[src/rtl/version_store_pkg.sv]
// Shared types and constants for the multi-version slot store.
// Contents:
//   state_e        controller FSM states
//   grant_e        which request type won the last transfer
//   slot_t         one stored entry {valid, version, data}
//   beats_candidate  scan comparison used to pick the newest eligible entry
// The slot record is sized by VER_W / DATA_W. The controller's BLOCK_SIZE and
// DATA_WIDTH parameters must stay equal to these.
package version_store_pkg;

    localparam int NUM_SLOTS    = 4;
    localparam int SLOT_IDX_W   = 2;
    localparam int VERSION_INIT = 1;
    localparam int VER_W        = 4;
    localparam int DATA_W       = 32;

    typedef enum logic [1:0] {
        ST_IDLE = 2'd0,
        ST_SCAN = 2'd1,
        ST_RESP = 2'd2
    } state_e;

    typedef enum logic {
        GRANT_WR = 1'b0,
        GRANT_RD = 1'b1
    } grant_e;

    typedef struct packed {
        logic              valid;
        logic [VER_W-1:0]  version;
        logic [DATA_W-1:0] data;
    } slot_t;

    // A slot displaces the current candidate when it is valid, strictly older
    // than the read version, and newer than whatever was picked so far.
    function automatic logic beats_candidate(input slot_t            s,
                                             input logic [VER_W-1:0] limit,
                                             input logic             have,
                                             input logic [VER_W-1:0] best);
        return s.valid && (s.version < limit) && (!have || (s.version > best));
    endfunction

endpackage

[src/rtl/version_slot_ctrl_if.sv]
// Request/response bundle between requesters and version_slot_ctrl.
// Signals:
//   wr_valid/wr_ready/wr_data     write request channel
//   wr_version                    version stamped on the last accepted write
//   rd_valid/rd_ready/rd_version  read request channel
//   rsp_valid/rsp_ready           response handshake
//   rsp_hit/rsp_data/rsp_version  response payload (zeros on a miss)
// Modports: master = requester side, slave = controller side.
interface version_slot_ctrl_if #(
    parameter int BLOCK_SIZE = 4,
    parameter int DATA_WIDTH = 32
) ();

    logic                  wr_valid;
    logic                  wr_ready;
    logic [DATA_WIDTH-1:0] wr_data;
    logic [BLOCK_SIZE-1:0] wr_version;

    logic                  rd_valid;
    logic                  rd_ready;
    logic [BLOCK_SIZE-1:0] rd_version;

    logic                  rsp_valid;
    logic                  rsp_ready;
    logic                  rsp_hit;
    logic [DATA_WIDTH-1:0] rsp_data;
    logic [BLOCK_SIZE-1:0] rsp_version;

    modport master (
        output wr_valid, wr_data, rd_valid, rd_version, rsp_ready,
        input  wr_ready, wr_version, rd_ready, rsp_valid, rsp_hit, rsp_data, rsp_version
    );

    modport slave (
        input  wr_valid, wr_data, rd_valid, rd_version, rsp_ready,
        output wr_ready, wr_version, rd_ready, rsp_valid, rsp_hit, rsp_data, rsp_version
    );

endinterface

[src/rtl/version_slot_bank.sv]
// Four-entry slot register file.
// Ports:
//   clk, rst_n   clock; async active-low reset clears every slot
//   clr          synchronous clear of all valid bits (wins over a write)
//   we, wr_idx, wr_slot   indexed write port
//   rd_idx, rd_slot       indexed combinational read port
module version_slot_bank
    import version_store_pkg::*;
(
    input  logic                  clk,
    input  logic                  rst_n,
    input  logic                  clr,
    input  logic                  we,
    input  logic [SLOT_IDX_W-1:0] wr_idx,
    input  slot_t                 wr_slot,
    input  logic [SLOT_IDX_W-1:0] rd_idx,
    output slot_t                 rd_slot
);

    slot_t slots_q [NUM_SLOTS];
    slot_t slots_d [NUM_SLOTS];

    always_comb begin
        for (int i = 0; i < NUM_SLOTS; i++) begin
            slots_d[i] = slots_q[i];
            if (clr) begin
                slots_d[i].valid = 1'b0;
            end
        end
        if (we && !clr) begin
            slots_d[wr_idx] = wr_slot;
        end
    end

    always_ff @(posedge clk or negedge rst_n) begin
        if (!rst_n) begin
            for (int i = 0; i < NUM_SLOTS; i++) begin
                slots_q[i] <= '0;
            end
        end else begin
            for (int i = 0; i < NUM_SLOTS; i++) begin
                slots_q[i] <= slots_d[i];
            end
        end
    end

    assign rd_slot = slots_q[rd_idx];

endmodule

[src/rtl/version_slot_ctrl.sv]
// Controller for a four-entry multi-version value store.
// Writes are stamped with an increasing version and overwrite the oldest slot.
// Reads scan all four slots (one per cycle) and return the newest entry whose
// version is strictly below the requested read version.
// Ports:
//   clk, rst_n   clock; async active-low reset
//   flush        synchronous clear of slots, version counter and pending read
//   bus          version_slot_ctrl_if slave modport (write, read, response)
//
// state | meaning
// ------+-------------------------------------------------------------
// IDLE  | arbitrate write/read; a write completes here in one cycle
// SCAN  | visit slot scan_idx, update best candidate; slot 3 -> RESP
// RESP  | hold response outputs until rsp_ready
module version_slot_ctrl
    import version_store_pkg::*;
#(
    parameter int BLOCK_SIZE = VER_W,
    parameter int DATA_WIDTH = DATA_W
) (
    input  logic                 clk,
    input  logic                 rst_n,
    input  logic                 flush,
    version_slot_ctrl_if.slave   bus
);

    localparam logic [BLOCK_SIZE-1:0] VER_MAX   = '1;
    localparam logic [BLOCK_SIZE-1:0] VER_FIRST = BLOCK_SIZE'(VERSION_INIT);

    state_e                 state_q,       state_d;
    grant_e                 last_grant_q,  last_grant_d;
    logic [SLOT_IDX_W-1:0]  wr_ptr_q,      wr_ptr_d;
    logic [BLOCK_SIZE-1:0]  next_ver_q,    next_ver_d;
    logic                   sat_q,         sat_d;
    logic [BLOCK_SIZE-1:0]  wr_version_q,  wr_version_d;
    logic [BLOCK_SIZE-1:0]  rd_ver_q,      rd_ver_d;
    logic [SLOT_IDX_W-1:0]  scan_idx_q,    scan_idx_d;
    logic                   cand_hit_q,    cand_hit_d;
    logic [BLOCK_SIZE-1:0]  cand_ver_q,    cand_ver_d;
    logic [DATA_WIDTH-1:0]  cand_data_q,   cand_data_d;
    logic                   rsp_valid_q,   rsp_valid_d;
    logic                   rsp_hit_q,     rsp_hit_d;
    logic [DATA_WIDTH-1:0]  rsp_data_q,    rsp_data_d;
    logic [BLOCK_SIZE-1:0]  rsp_version_q, rsp_version_d;

    logic  wr_elig;
    logic  rd_elig;
    logic  arb_open;
    logic  grant_wr;
    logic  grant_rd;
    logic  take;
    slot_t wr_slot;
    slot_t scan_slot;

    // Arbitration is combinational so a request can be accepted in the same
    // cycle it is raised; it never looks at rsp_ready.
    always_comb begin
        wr_elig  = bus.wr_valid && !sat_q;
        rd_elig  = bus.rd_valid;
        arb_open = (state_q == ST_IDLE) && !flush;
        grant_wr = arb_open && wr_elig && (!rd_elig || (last_grant_q == GRANT_RD));
        grant_rd = arb_open && rd_elig && (!wr_elig || (last_grant_q == GRANT_WR));
    end

    assign bus.wr_ready = grant_wr;
    assign bus.rd_ready = grant_rd;

    always_comb begin
        wr_slot         = '0;
        wr_slot.valid   = 1'b1;
        wr_slot.version = next_ver_q;
        wr_slot.data    = bus.wr_data;
    end

    version_slot_bank u_bank (
        .clk     (clk),
        .rst_n   (rst_n),
        .clr     (flush),
        .we      (grant_wr),
        .wr_idx  (wr_ptr_q),
        .wr_slot (wr_slot),
        .rd_idx  (scan_idx_q),
        .rd_slot (scan_slot)
    );

    assign take = beats_candidate(scan_slot, rd_ver_q, cand_hit_q, cand_ver_q);

    always_comb begin
        state_d       = state_q;
        last_grant_d  = last_grant_q;
        wr_ptr_d      = wr_ptr_q;
        next_ver_d    = next_ver_q;
        sat_d         = sat_q;
        wr_version_d  = wr_version_q;
        rd_ver_d      = rd_ver_q;
        scan_idx_d    = scan_idx_q;
        cand_hit_d    = cand_hit_q;
        cand_ver_d    = cand_ver_q;
        cand_data_d   = cand_data_q;
        rsp_valid_d   = rsp_valid_q;
        rsp_hit_d     = rsp_hit_q;
        rsp_data_d    = rsp_data_q;
        rsp_version_d = rsp_version_q;

        if (flush) begin
            state_d       = ST_IDLE;
            wr_ptr_d      = '0;
            next_ver_d    = VER_FIRST;
            sat_d         = 1'b0;
            wr_version_d  = '0;
            scan_idx_d    = '0;
            cand_hit_d    = 1'b0;
            cand_ver_d    = '0;
            cand_data_d   = '0;
            rsp_valid_d   = 1'b0;
            rsp_hit_d     = 1'b0;
            rsp_data_d    = '0;
            rsp_version_d = '0;
        end else begin
            case (state_q)
                ST_IDLE: begin
                    if (grant_wr) begin
                        last_grant_d = GRANT_WR;
                        wr_version_d = next_ver_q;
                        wr_ptr_d     = wr_ptr_q + 1'b1;
                        // The top version is issued once; afterwards the
                        // counter parks and writes stay blocked until flush.
                        if (next_ver_q == VER_MAX) begin
                            sat_d = 1'b1;
                        end else begin
                            next_ver_d = next_ver_q + 1'b1;
                        end
                    end else if (grant_rd) begin
                        last_grant_d = GRANT_RD;
                        rd_ver_d     = bus.rd_version;
                        scan_idx_d   = '0;
                        cand_hit_d   = 1'b0;
                        cand_ver_d   = '0;
                        cand_data_d  = '0;
                        state_d      = ST_SCAN;
                    end
                end
                ST_SCAN: begin
                    if (take) begin
                        cand_hit_d  = 1'b1;
                        cand_ver_d  = scan_slot.version;
                        cand_data_d = scan_slot.data;
                    end
                    scan_idx_d = scan_idx_q + 1'b1;
                    if (scan_idx_q == SLOT_IDX_W'(NUM_SLOTS - 1)) begin
                        // Fold the last slot directly into the response so
                        // it is valid right after the fourth scan cycle.
                        state_d       = ST_RESP;
                        rsp_valid_d   = 1'b1;
                        rsp_hit_d     = take ? 1'b1 : cand_hit_q;
                        rsp_version_d = take ? scan_slot.version : cand_ver_q;
                        rsp_data_d    = take ? scan_slot.data : cand_data_q;
                    end
                end
                ST_RESP: begin
                    if (bus.rsp_ready) begin
                        state_d       = ST_IDLE;
                        rsp_valid_d   = 1'b0;
                        rsp_hit_d     = 1'b0;
                        rsp_data_d    = '0;
                        rsp_version_d = '0;
                    end
                end
                default: begin
                    state_d = ST_IDLE;
                end
            endcase
        end
    end

    always_ff @(posedge clk or negedge rst_n) begin
        if (!rst_n) begin
            state_q       <= ST_IDLE;
            last_grant_q  <= GRANT_RD;
            wr_ptr_q      <= '0;
            next_ver_q    <= VER_FIRST;
            sat_q         <= 1'b0;
            wr_version_q  <= '0;
            rd_ver_q      <= '0;
            scan_idx_q    <= '0;
            cand_hit_q    <= 1'b0;
            cand_ver_q    <= '0;
            cand_data_q   <= '0;
            rsp_valid_q   <= 1'b0;
            rsp_hit_q     <= 1'b0;
            rsp_data_q    <= '0;
            rsp_version_q <= '0;
        end else begin
            state_q       <= state_d;
            last_grant_q  <= last_grant_d;
            wr_ptr_q      <= wr_ptr_d;
            next_ver_q    <= next_ver_d;
            sat_q         <= sat_d;
            wr_version_q  <= wr_version_d;
            rd_ver_q      <= rd_ver_d;
            scan_idx_q    <= scan_idx_d;
            cand_hit_q    <= cand_hit_d;
            cand_ver_q    <= cand_ver_d;
            cand_data_q   <= cand_data_d;
            rsp_valid_q   <= rsp_valid_d;
            rsp_hit_q     <= rsp_hit_d;
            rsp_data_q    <= rsp_data_d;
            rsp_version_q <= rsp_version_d;
        end
    end

    assign bus.wr_version  = wr_version_q;
    assign bus.rsp_valid   = rsp_valid_q;
    assign bus.rsp_hit     = rsp_hit_q;
    assign bus.rsp_data    = rsp_data_q;
    assign bus.rsp_version = rsp_version_q;

endmodule
[src/flat_wrapper.sv]
// flat-port wrapper written by rule: the top's interface ports become plain ports
module version_slot_ctrl_flat import version_store_pkg::*;
#(
    parameter int BLOCK_SIZE = VER_W,
    parameter int DATA_WIDTH = DATA_W
)
  (clk, rst_n, flush, bus_wr_valid, bus_wr_data, bus_rd_valid, bus_rd_version, bus_rsp_ready, bus_wr_ready, bus_wr_version, bus_rd_ready, bus_rsp_valid, bus_rsp_hit, bus_rsp_data, bus_rsp_version);
  version_slot_ctrl_if #(.BLOCK_SIZE(BLOCK_SIZE), .DATA_WIDTH(DATA_WIDTH)) bus_i ();
  input  logic clk;
  input  logic rst_n;
  input  logic flush;
  input wire logic [$bits(bus_i.wr_valid)-1:0] bus_wr_valid;
  input wire logic [$bits(bus_i.wr_data)-1:0] bus_wr_data;
  input wire logic [$bits(bus_i.rd_valid)-1:0] bus_rd_valid;
  input wire logic [$bits(bus_i.rd_version)-1:0] bus_rd_version;
  input wire logic [$bits(bus_i.rsp_ready)-1:0] bus_rsp_ready;
  output wire logic [$bits(bus_i.wr_ready)-1:0] bus_wr_ready;
  output wire logic [$bits(bus_i.wr_version)-1:0] bus_wr_version;
  output wire logic [$bits(bus_i.rd_ready)-1:0] bus_rd_ready;
  output wire logic [$bits(bus_i.rsp_valid)-1:0] bus_rsp_valid;
  output wire logic [$bits(bus_i.rsp_hit)-1:0] bus_rsp_hit;
  output wire logic [$bits(bus_i.rsp_data)-1:0] bus_rsp_data;
  output wire logic [$bits(bus_i.rsp_version)-1:0] bus_rsp_version;
  assign bus_i.wr_valid = bus_wr_valid;
  assign bus_i.wr_data = bus_wr_data;
  assign bus_i.rd_valid = bus_rd_valid;
  assign bus_i.rd_version = bus_rd_version;
  assign bus_i.rsp_ready = bus_rsp_ready;
  assign bus_wr_ready = bus_i.wr_ready;
  assign bus_wr_version = bus_i.wr_version;
  assign bus_rd_ready = bus_i.rd_ready;
  assign bus_rsp_valid = bus_i.rsp_valid;
  assign bus_rsp_hit = bus_i.rsp_hit;
  assign bus_rsp_data = bus_i.rsp_data;
  assign bus_rsp_version = bus_i.rsp_version;
  version_slot_ctrl #(.BLOCK_SIZE(BLOCK_SIZE), .DATA_WIDTH(DATA_WIDTH)) u_core (.clk(clk), .rst_n(rst_n), .flush(flush), .bus(bus_i));
endmodule
[config.mk]
export PLATFORM = sky130hd
export DESIGN_NAME = version_slot_ctrl_flat
export DESIGN_NICKNAME = d
export VERILOG_FILES = /design/src/rtl/version_store_pkg.sv /design/src/rtl/version_slot_ctrl_if.sv /design/src/rtl/version_slot_bank.sv /design/src/rtl/version_slot_ctrl.sv /design/src/flat_wrapper.sv
export SDC_FILE = /design/constraint.sdc
export NUM_CORES = 1
export LEC_CHECK = 0
export CAP_MARGIN = 20
export CELL_PAD_IN_SITES_DETAIL_PLACEMENT = 2
export CELL_PAD_IN_SITES_GLOBAL_PLACEMENT = 2
export CORE_ASPECT_RATIO = 0.7
export CORE_UTILIZATION = 44
export CTS_CLUSTER_DIAMETER = 50
export DETAILED_ROUTE_END_ITERATION = 12
export PLACE_DENSITY = 0.92
export SYNTH_ARGS = -nofsm -noshare
export SYNTH_HDL_FRONTEND = slang
export SYNTH_SLANG_ARGS = --single-unit
[constraint.sdc]
create_clock -name clk -period 8.4 [get_ports clk]
set_clock_uncertainty 0.05 [all_clocks]
set_input_delay 2.1 -clock clk [delete_from_list [all_inputs] [get_ports clk]]
set_output_delay 2.1 -clock clk [all_outputs]
set_load 0.02 [all_outputs]
# [Word level (Yosys, flattened, before mapping)]
# Cells that the tools add are included.
[totals] ff_bits=243 input_bits=42
[classes] n_addsub=3 n_lt_le_gt_ge=5 eq_ne=9 mux=67 bitwise=5 reduce_logical=33
[ops] op="32-bit two-way mux" n=7
[ops] op="148-bit bitwise mux" n=1
[ops] op="148-bit two-way mux" n=1
[ops] op="32-bit one-hot mux with 2 select lines" n=2
[ops] op="37-bit two-way mux" n=3
[ops] op="37-bit binary-select mux with 2-bit select" n=1
[ops] op="37-bit demux with 2-bit select" n=1
[ops] op="4-bit two-way mux" n=14
[ops] op="2-bit two-way mux" n=11
[ops] op="1-bit two-way mux" n=19
[ops] op="4-bit one-hot mux with 2 select lines" n=2
[ops] op="3-bit AND reduction" n=5
[ops] op="1-bit logical AND" n=10
[ops] op="3-bit inequality test (second input constant)" n=3
[ops] op="4-bit AND reduction" n=2
[ops] op="2-bit nonzero test" n=4
[ops] op="3-bit greater-or-equal comparator (second input constant)" n=2
[ops] op="2-bit NOT with 3-bit output" n=2
[ops] op="1-bit one-hot mux with 2 select lines" n=3
[ops] op="2-bit one-hot mux with 3 select lines" n=1
[ops] op="3-bit nonzero test" n=2
[ops] op="1-bit zero test" n=5
[ops] op="2-bit by 1-bit adder with 2-bit output (second input constant)" n=2
[ops] op="4-bit by 1-bit adder with 4-bit output (second input constant)" n=1
[ops] op="other kinds (13)" n=18

# [Logic depth before layout (Yosys ltp)]
# Gate-level depths: netlist of run 1.
[depth] ltp_word=11 depth_mapped=11

# [Modules after synthesis]
# From an unflattened synthesis of run 1, not the netlist that was laid out.
[hier_totals] cells_unflattened=736 area_unflattened_um2=10852.9
[by_module_without_submodules] module="version_slot_bank" instances=1 cells_per_inst=370 area_per_inst_um2=6585.1 seq_area_each_um2=3703.6
[by_module_without_submodules] module="version_slot_ctrl" instances=1 cells_per_inst=366 area_per_inst_um2=4267.8 seq_area_each_um2=2379.8

# [Worst setup path after synthesis of run 1]
# Ideal clock, no wire load.
[synth_path] kind="input port to output port" from="input flush" to="output bus_wr_ready" t_arrival_ns=3.209 required_time_ns=6.250 setup_slack_ns=3.041 stages=4 n_path_buf=2 cell_sequence="nor3_1 > nor4b_2 > buf_2 > clkbuf_1"
[synth_via] elab_chain_cells=4
[synth_lines] item="from (decl)" line="flat_wrapper.sv:11" source="input logic flush;"
[synth_lines] item="1-bit zero test" line="version_slot_ctrl.sv:60" source="arb_open = (state_q == ST_IDLE) && !flush;"
[synth_lines] item="1-bit logical AND" line="version_slot_ctrl.sv:60"
[synth_lines] item="1-bit logical AND (2 in series)" line="version_slot_ctrl.sv:61" source="grant_wr = arb_open && wr_elig && (!rd_elig || (last_grant_q == GRANT_RD));"
[synth_lines] item="to (decl)" line="flat_wrapper.sv:17" source="output wire logic [$bits(bus_i.wr_ready)-1:0] bus_wr_ready;"
# No other way between the ends.

# [Final worst setup path of run 1]
[layout_path] from="input flush" to="output bus_rd_ready"
[layout_via] elab_chain_cells=4
[layout_lines] item="1-bit zero test" line="version_slot_ctrl.sv:60"
[layout_lines] item="1-bit logical AND" line="version_slot_ctrl.sv:60"
[layout_lines] item="1-bit logical AND (2 in series)" line="version_slot_ctrl.sv:62" source="grant_rd = arb_open && rd_elig && (!wr_elig || (last_grant_q == GRANT_WR));"
[layout_lines] item="to (decl)" line="flat_wrapper.sv:19" source="output wire logic [$bits(bus_i.rd_ready)-1:0] bus_rd_ready;"
# No other way between the ends.

==> results of run 1 <==
-- worst max-delay path: stages --
cell	delay, ps
clkdlybuf4s50_1	820
nor3_1	470
o311ai_0	440
inv_2	290
clkdlybuf4s50_1	670
-- layout make-up --
type / count / area [um^2]
Antenna cell: 2 / 5.00
Inverter: 55 / 206
Multi-Input combinational cell: 540 / 5050
Clock buffer: 41 / 808
Sequential cell: 243 / 6080
Fill cell: 2410 / 12100
Timing Repair Buffer: 100 / 981
Clock inverter: 7 / 83.8
Tap cell: 357 / 447
-- power by group --
group          leakage, nW  internal, mW  switching (mW)  total [mW]
logic                 2.65         0.429           0.577        1.01
registers             3.21          1.44           0.215        1.66
clock network        0.434         0.698           0.530        1.23
-- metrics by stage --
| stage | setup WS, ps | area (um^2) | total power, mW |
|---|---|---|---|
| finish | 1470 | 13700 | 3.89 |
| global route | 1410 | 13700 | 4.00 |
| CTS | 1570 | 13700 | 3.88 |
| detailed placement | 1560 | 12800 | 2.57 |
| global placement | 1890 | 12800 | 2.43 |
| floorplan | 3040 | 11600 | 2.18 |
-- synthesized netlist by cell type (all sizes together) --
| master | instances |
|---|---|
| nand3 | 6 |
| o211ai | 1 |
| nor3b | 2 |
| mux4 | 36 |
| nand4 | 1 |
| a21oi | 4 |
| clkbuf | 36 |
| o311ai | 1 |
| or4b | 1 |
| a311oi | 1 |
| nor2b | 2 |
| o21ai | 16 |
| a22oi | 36 |
| mux2i | 40 |
| nor3 | 2 |
| a21o | 1 |
| buf | 29 |
| xor2 | 3 |
| o22ai | 37 |
| and3 | 2 |
| nand2b | 1 |
| nor4b | 1 |
| a2111oi | 36 |
| o21a | 2 |
| inv | 55 |
| a41oi | 1 |
| and2 | 33 |
| or3 | 1 |
| ha | 13 |
| nand2 | 101 |
| dfrtp | 241 |
| nor2 | 10 |
| o31ai | 2 |
| nor4bb | 1 |
| dfstp | 2 |
| mux2 | 146 |
-- path summary, 6_finish.rpt --
kind	endpoint	cells after the start	startpoint
setup / recovery	bus_rd_ready	5	flush
hold / removal	u_core.bus.rsp_hit	2	u_core.bus.rsp_hit
setup reg to reg	u_core.cand_data_q[20]	9	u_core.scan_idx_q[0]
hold reg to reg	u_core.bus.rsp_hit	2	u_core.bus.rsp_hit
max in group asynchronous	async pin	2	rst_n
min in group asynchronous	u_core.bus.rsp_data[27]	1	rst_n
-- cells by family (layout without fill, tap and decap cells) --
logic type               after synthesis  count (layout)  synth area share
other                                  0               2                 0
adder cells (fa/ha/maj)               13              13            0.0140
XOR/XNOR                               3               3           0.00226
AND/OR/NAND/NOR                      164             164            0.0665
multiplexers                         222             222             0.246
AO/OA/AOI/OAI                        138             138             0.102
flip-flops                           243             243             0.524
buffers and inverters                120             203            0.0459
-- routing by layer --
layer  vias to the layer above  track usage  share of wire
met4                         0       0.0972          0.026
met3                        77       0.0691          0.056
li1                       3407            -              -
met1                      4519        0.410           0.44
met2                       264        0.523           0.48
met5                         -            0              0
==> results by group, run 1 <==
Clocking
  – Worst-path clk slew: 60 ps
  – CTS tree: built
  – Max clock buf depth: 3
  – Post-CTS Setup Bufs: 0
  – Clock tree sinks: 243
  – Num CTS Buffers: 27
  – H-Tree Depth: 1
  – CTS resizes: 0
  – CTS Hold Bufs: 0
  – Root Driver: clkbuf_16
  – Worst-Skew Late Latency: 560 ps

Place
  – Final Wtd Congestion: 0.753
  – I/O Buffers: 85
  – DP HPWL: 23200 um
  – Post-placement cell count: 1295

Logic synthesis
  – Synth area leaders: dfrtp_1 (52%), mux2_2 (14%), mux4_2 (7.0%)
  – Post-synth top area share: 0.519
  – Post-Syn Nets: 958
  – Synth unique cells: 48
  – Syn Std Cell Area: 0.0116 mm^2
  – Synthesized flop and latch total: 243
  – Yosys Warn Count: 0
  – Area leader, netlist: dfrtp_1
  – Mean post-synth cell area: 12.9 um^2
  – Post-Syn Instances: 903
  – Sequential share of the synthesized area: 0.524

Setup path
  – Startpoint types: primary input
  – Flop2flop setup slack: 3720 ps
  – CP Capture Type: output port
  – CP Data Arrival Time: 4780 ps
  – Req. time, crit path: 6250 ps
  – Max FO, Critical Path: 15
  – CP Class: primary input to output port

Layout
  – Area grow syn2layout: 17.6%
  – Final Util: 0.530
  – Share of post-route cells with drive strength above 1: 0.286
  – Final #Nets: 1022
  – Most frequent cells in the layout: dfrtp_1 (240), mux2_2 (142), nand2_1 (99)
  – Most common cell after layout, fill and taps aside: dfrtp_1
  – Non-filler cells, final: 1345

Global routing
  – Vias in the first global route: 9225
  – Remaining global-route overflow: 0
  – GR Util All Layers: 0.313
  – Initial antenna violation count: 3
  – Largest net degree at the start of global routing: 124
  – First-pass GRT wire length: 62400 um

Status
  – Status: finished clean

STA
  – Final hold violation count: 0
  – Pins over their slew limit: 0
  – Timing-limited maximum frequency: 144 MHz
  – Period minus WS final: 6930 ps
  – RSZ-0062 raised after global routing: false
  – Worst slew pin tran: 1150 ps
  – WHS: 437 ps
  – Setup tns final: 0 ps
  – Max-slew headroom: 0.232
  – Final setup viols: 0
  – Final period util: 0.825

Pwr
  – LEAKAGE: 6.30 nW
  – Power Density: 285 mW/mm^2
  – Worst VDD drop: 159 uV

Drt
  – Vias: 8267
  – Post-route ant nets: 0
  – # DRC: 0
  – DRT Pass-1 Iters: 5
  – Vias per cell: 6.15
  – DR WL/cell: 30.9 um
  – DRC marker count from the first detailed-route iteration: 676
  – Final WL: 41500 um

Run
  – Max Cap Viol: 0

Die
  – # rows: 49
  – Chip height: 138 um
  – Io pins: 86
  – Die Area: 0.0271 mm^2
  – CORE AREA: 0.0258 mm^2
  – Die width: 196 um
  – Starting Density: 0.450

Min path
  – Hold Crit Class: flip-flop to flip-flop
No activity file was read; power rests on OpenSTA's default activity.
==> run 2, diff against run 1 <==
Settings changed: CORE_UTILIZATION 44 to 41, PLACE_DENSITY 0.92 to 0.87.
Clock period 8.4 ns to 7 ns, I/O delays scaled along.
==> run 2 against run 1 <==
Effect of this change: register-to-register slack lost 1500 ps; cell area is 0.29% higher; global-route usage fell by 3.4 points; clock power up 19%; critical path depth unchanged; setup slack worse by 270 ps; total power rose by 19%; via count fell by 2.5%; wire length is 5.3% lower; count of clock-buffer cells in the layout is 2 lower; largest power group unchanged.
==> results by group, run 2 (synthesis results as in run 1) <==
STA
  – RSZ-0062 raised after global routing: false
  – Pins over their slew limit: 0
  – Final hold violation count: 0
  – Max-slew headroom: 0.264
  – Setup tns final: 0 ps
  – Worst slew pin tran: 1100 ps
  – Period minus WS final: 5810 ps
  – Final setup viols: 0
  – Timing-limited maximum frequency: 172 MHz
  – Final period util: 0.829

Clocking
  – CTS Hold Bufs: 0
  – Post-CTS Setup Bufs: 0
  – CTS tree: built
  – Worst-Skew Late Latency: 560 ps
  – Worst-path clk slew: 50 ps
  – Root Driver: clkbuf_16
  – Clock tree sinks: 243
  – Num CTS Buffers: 27
  – CTS resizes: 0
  – Max clock buf depth: 3
  – H-Tree Depth: 1

Die
  – Chip height: 143 um
  – # rows: 51
  – Die Area: 0.0290 mm^2
  – CORE AREA: 0.0278 mm^2
  – Starting Density: 0.418
  – Io pins: 86
  – Die width: 203 um

Pwr
  – Power Density: 338 mW/mm^2
  – Worst VDD drop: 186 uV
  – LEAKAGE: 6.32 nW

Layout
  – Multi-input gate area: 0.00505 mm^2
  – Final #Nets: 1025
  – Register Area: 0.00608 mm^2
  – Share of post-route cells with drive strength above 1: 0.290
  – FILL cells: 2652
  – Most frequent cells in the layout: dfrtp_1 (240), mux2_2 (142), nand2_1 (99)
  – Most common cell after layout, fill and taps aside: dfrtp_1
  – Area grow syn2layout: 18.0%
  – Final Util: 0.493

Drt
  – # DRC: 0
  – DRT Pass-1 Iters: 5
  – Vias: 8061
  – Post-route ant nets: 0
  – DRC marker count from the first detailed-route iteration: 613
  – Vias per cell: 5.91
  – Final WL: 39300 um
  – DR WL/cell: 28.8 um

Place
  – I/O Buffers: 85
  – DP HPWL: 21700 um
  – Final Wtd Congestion: 0.768

Global routing
  – Remaining global-route overflow: 0
  – Initial antenna violation count: 3
  – Largest net degree at the start of global routing: 133
  – GR Util All Layers: 0.279
  – First-pass GRT wire length: 60500 um
  – Vias in the first global route: 9174

Setup path
  – Startpoint types: primary input
  – Max FO, Critical Path: 8
  – CP Data Arrival Time: 4010 ps
  – CP Capture Type: output port
  – Req. time, crit path: 5200 ps
  – CP Class: primary input to output port

Status
  – Status: finished clean

Run
  – Max Cap Viol: 0

Min path
  – Hold Crit Class: flip-flop to flip-flop
run 2: per-stage QoR:
| step | setup slack (ps) | instance area [um^2] | power (mW) | hold slack, ps | instances |
|---|---|---|---|---|---|
| detailed placement | 1290 | 12800 | 3.07 | 425 | 1311 |
| floorplan | 2340 | 11600 | 2.61 | 409 | 903 |
| finish | 1190 | 13700 | 4.64 | 427 | 1363 |
| global placement | 1450 | 12800 | 2.93 | 417 | 1311 |
| global route | 1070 | 13700 | 4.79 | 472 | 1363 |
| CTS | 1150 | 13700 | 4.64 | 438 | 1361 |
run 2: area by class of cell:
cell class                      count  share of cell area
Multi-Input combinational cell    540               0.368
Sequential cell                   243               0.444
Inverter                           55              0.0151
Tap cell                          371              0.0339
Timing Repair Buffer              103              0.0735
Clock buffer                       39              0.0577
Clock inverter                     11             0.00767
Antenna cell                        1            0.000183
run 2: worst max-delay path: stages:
cell	delay [ps]
clkdlybuf4s50_1	500
inv_1	90
o311ai_0	870
inv_2	190
clkdlybuf4s50_1	610
run 2: routing by layer:
layer / vias to the layer above / routed length, um / global-route usage
met2: 241 / 18900 / 0.460
li1: 3410 / - / -
met1: 4332 / 17300 / 0.374
met5: - / 19 / 0
met4: 2 / 1170 / 0.0835
met3: 76 / 1940 / 0.0561
run 2: final timing paths:
| check | start | end | slack (ps) | cells past startpoint |
|---|---|---|---|---|
| setup reg to reg | u_core.scan_idx_q[1] | u_core.cand_data_q[22] | 2230 | 8 |
| min in group asynchronous | rst_n | u_core.bus.rsp_version[0] | 1270 | 1 |
| hold / removal | u_core.bus.rsp_hit | u_core.bus.rsp_hit | 430 | 2 |
| hold reg to reg | u_core.bus.rsp_hit | u_core.bus.rsp_hit | 430 | 2 |
| max in group asynchronous | rst_n | async pin | 4430 | 2 |
| setup / recovery | bus_wr_valid | bus_rd_ready | 1190 | 5 |
run 2: power breakdown:
| group | switching, mW | internal, mW |
|---|---|---|
| clock network | 0.634 | 0.828 |
| logic | 0.666 | 0.516 |
| registers | 0.259 | 1.73 |
| total | 1.56 | 3.08 |
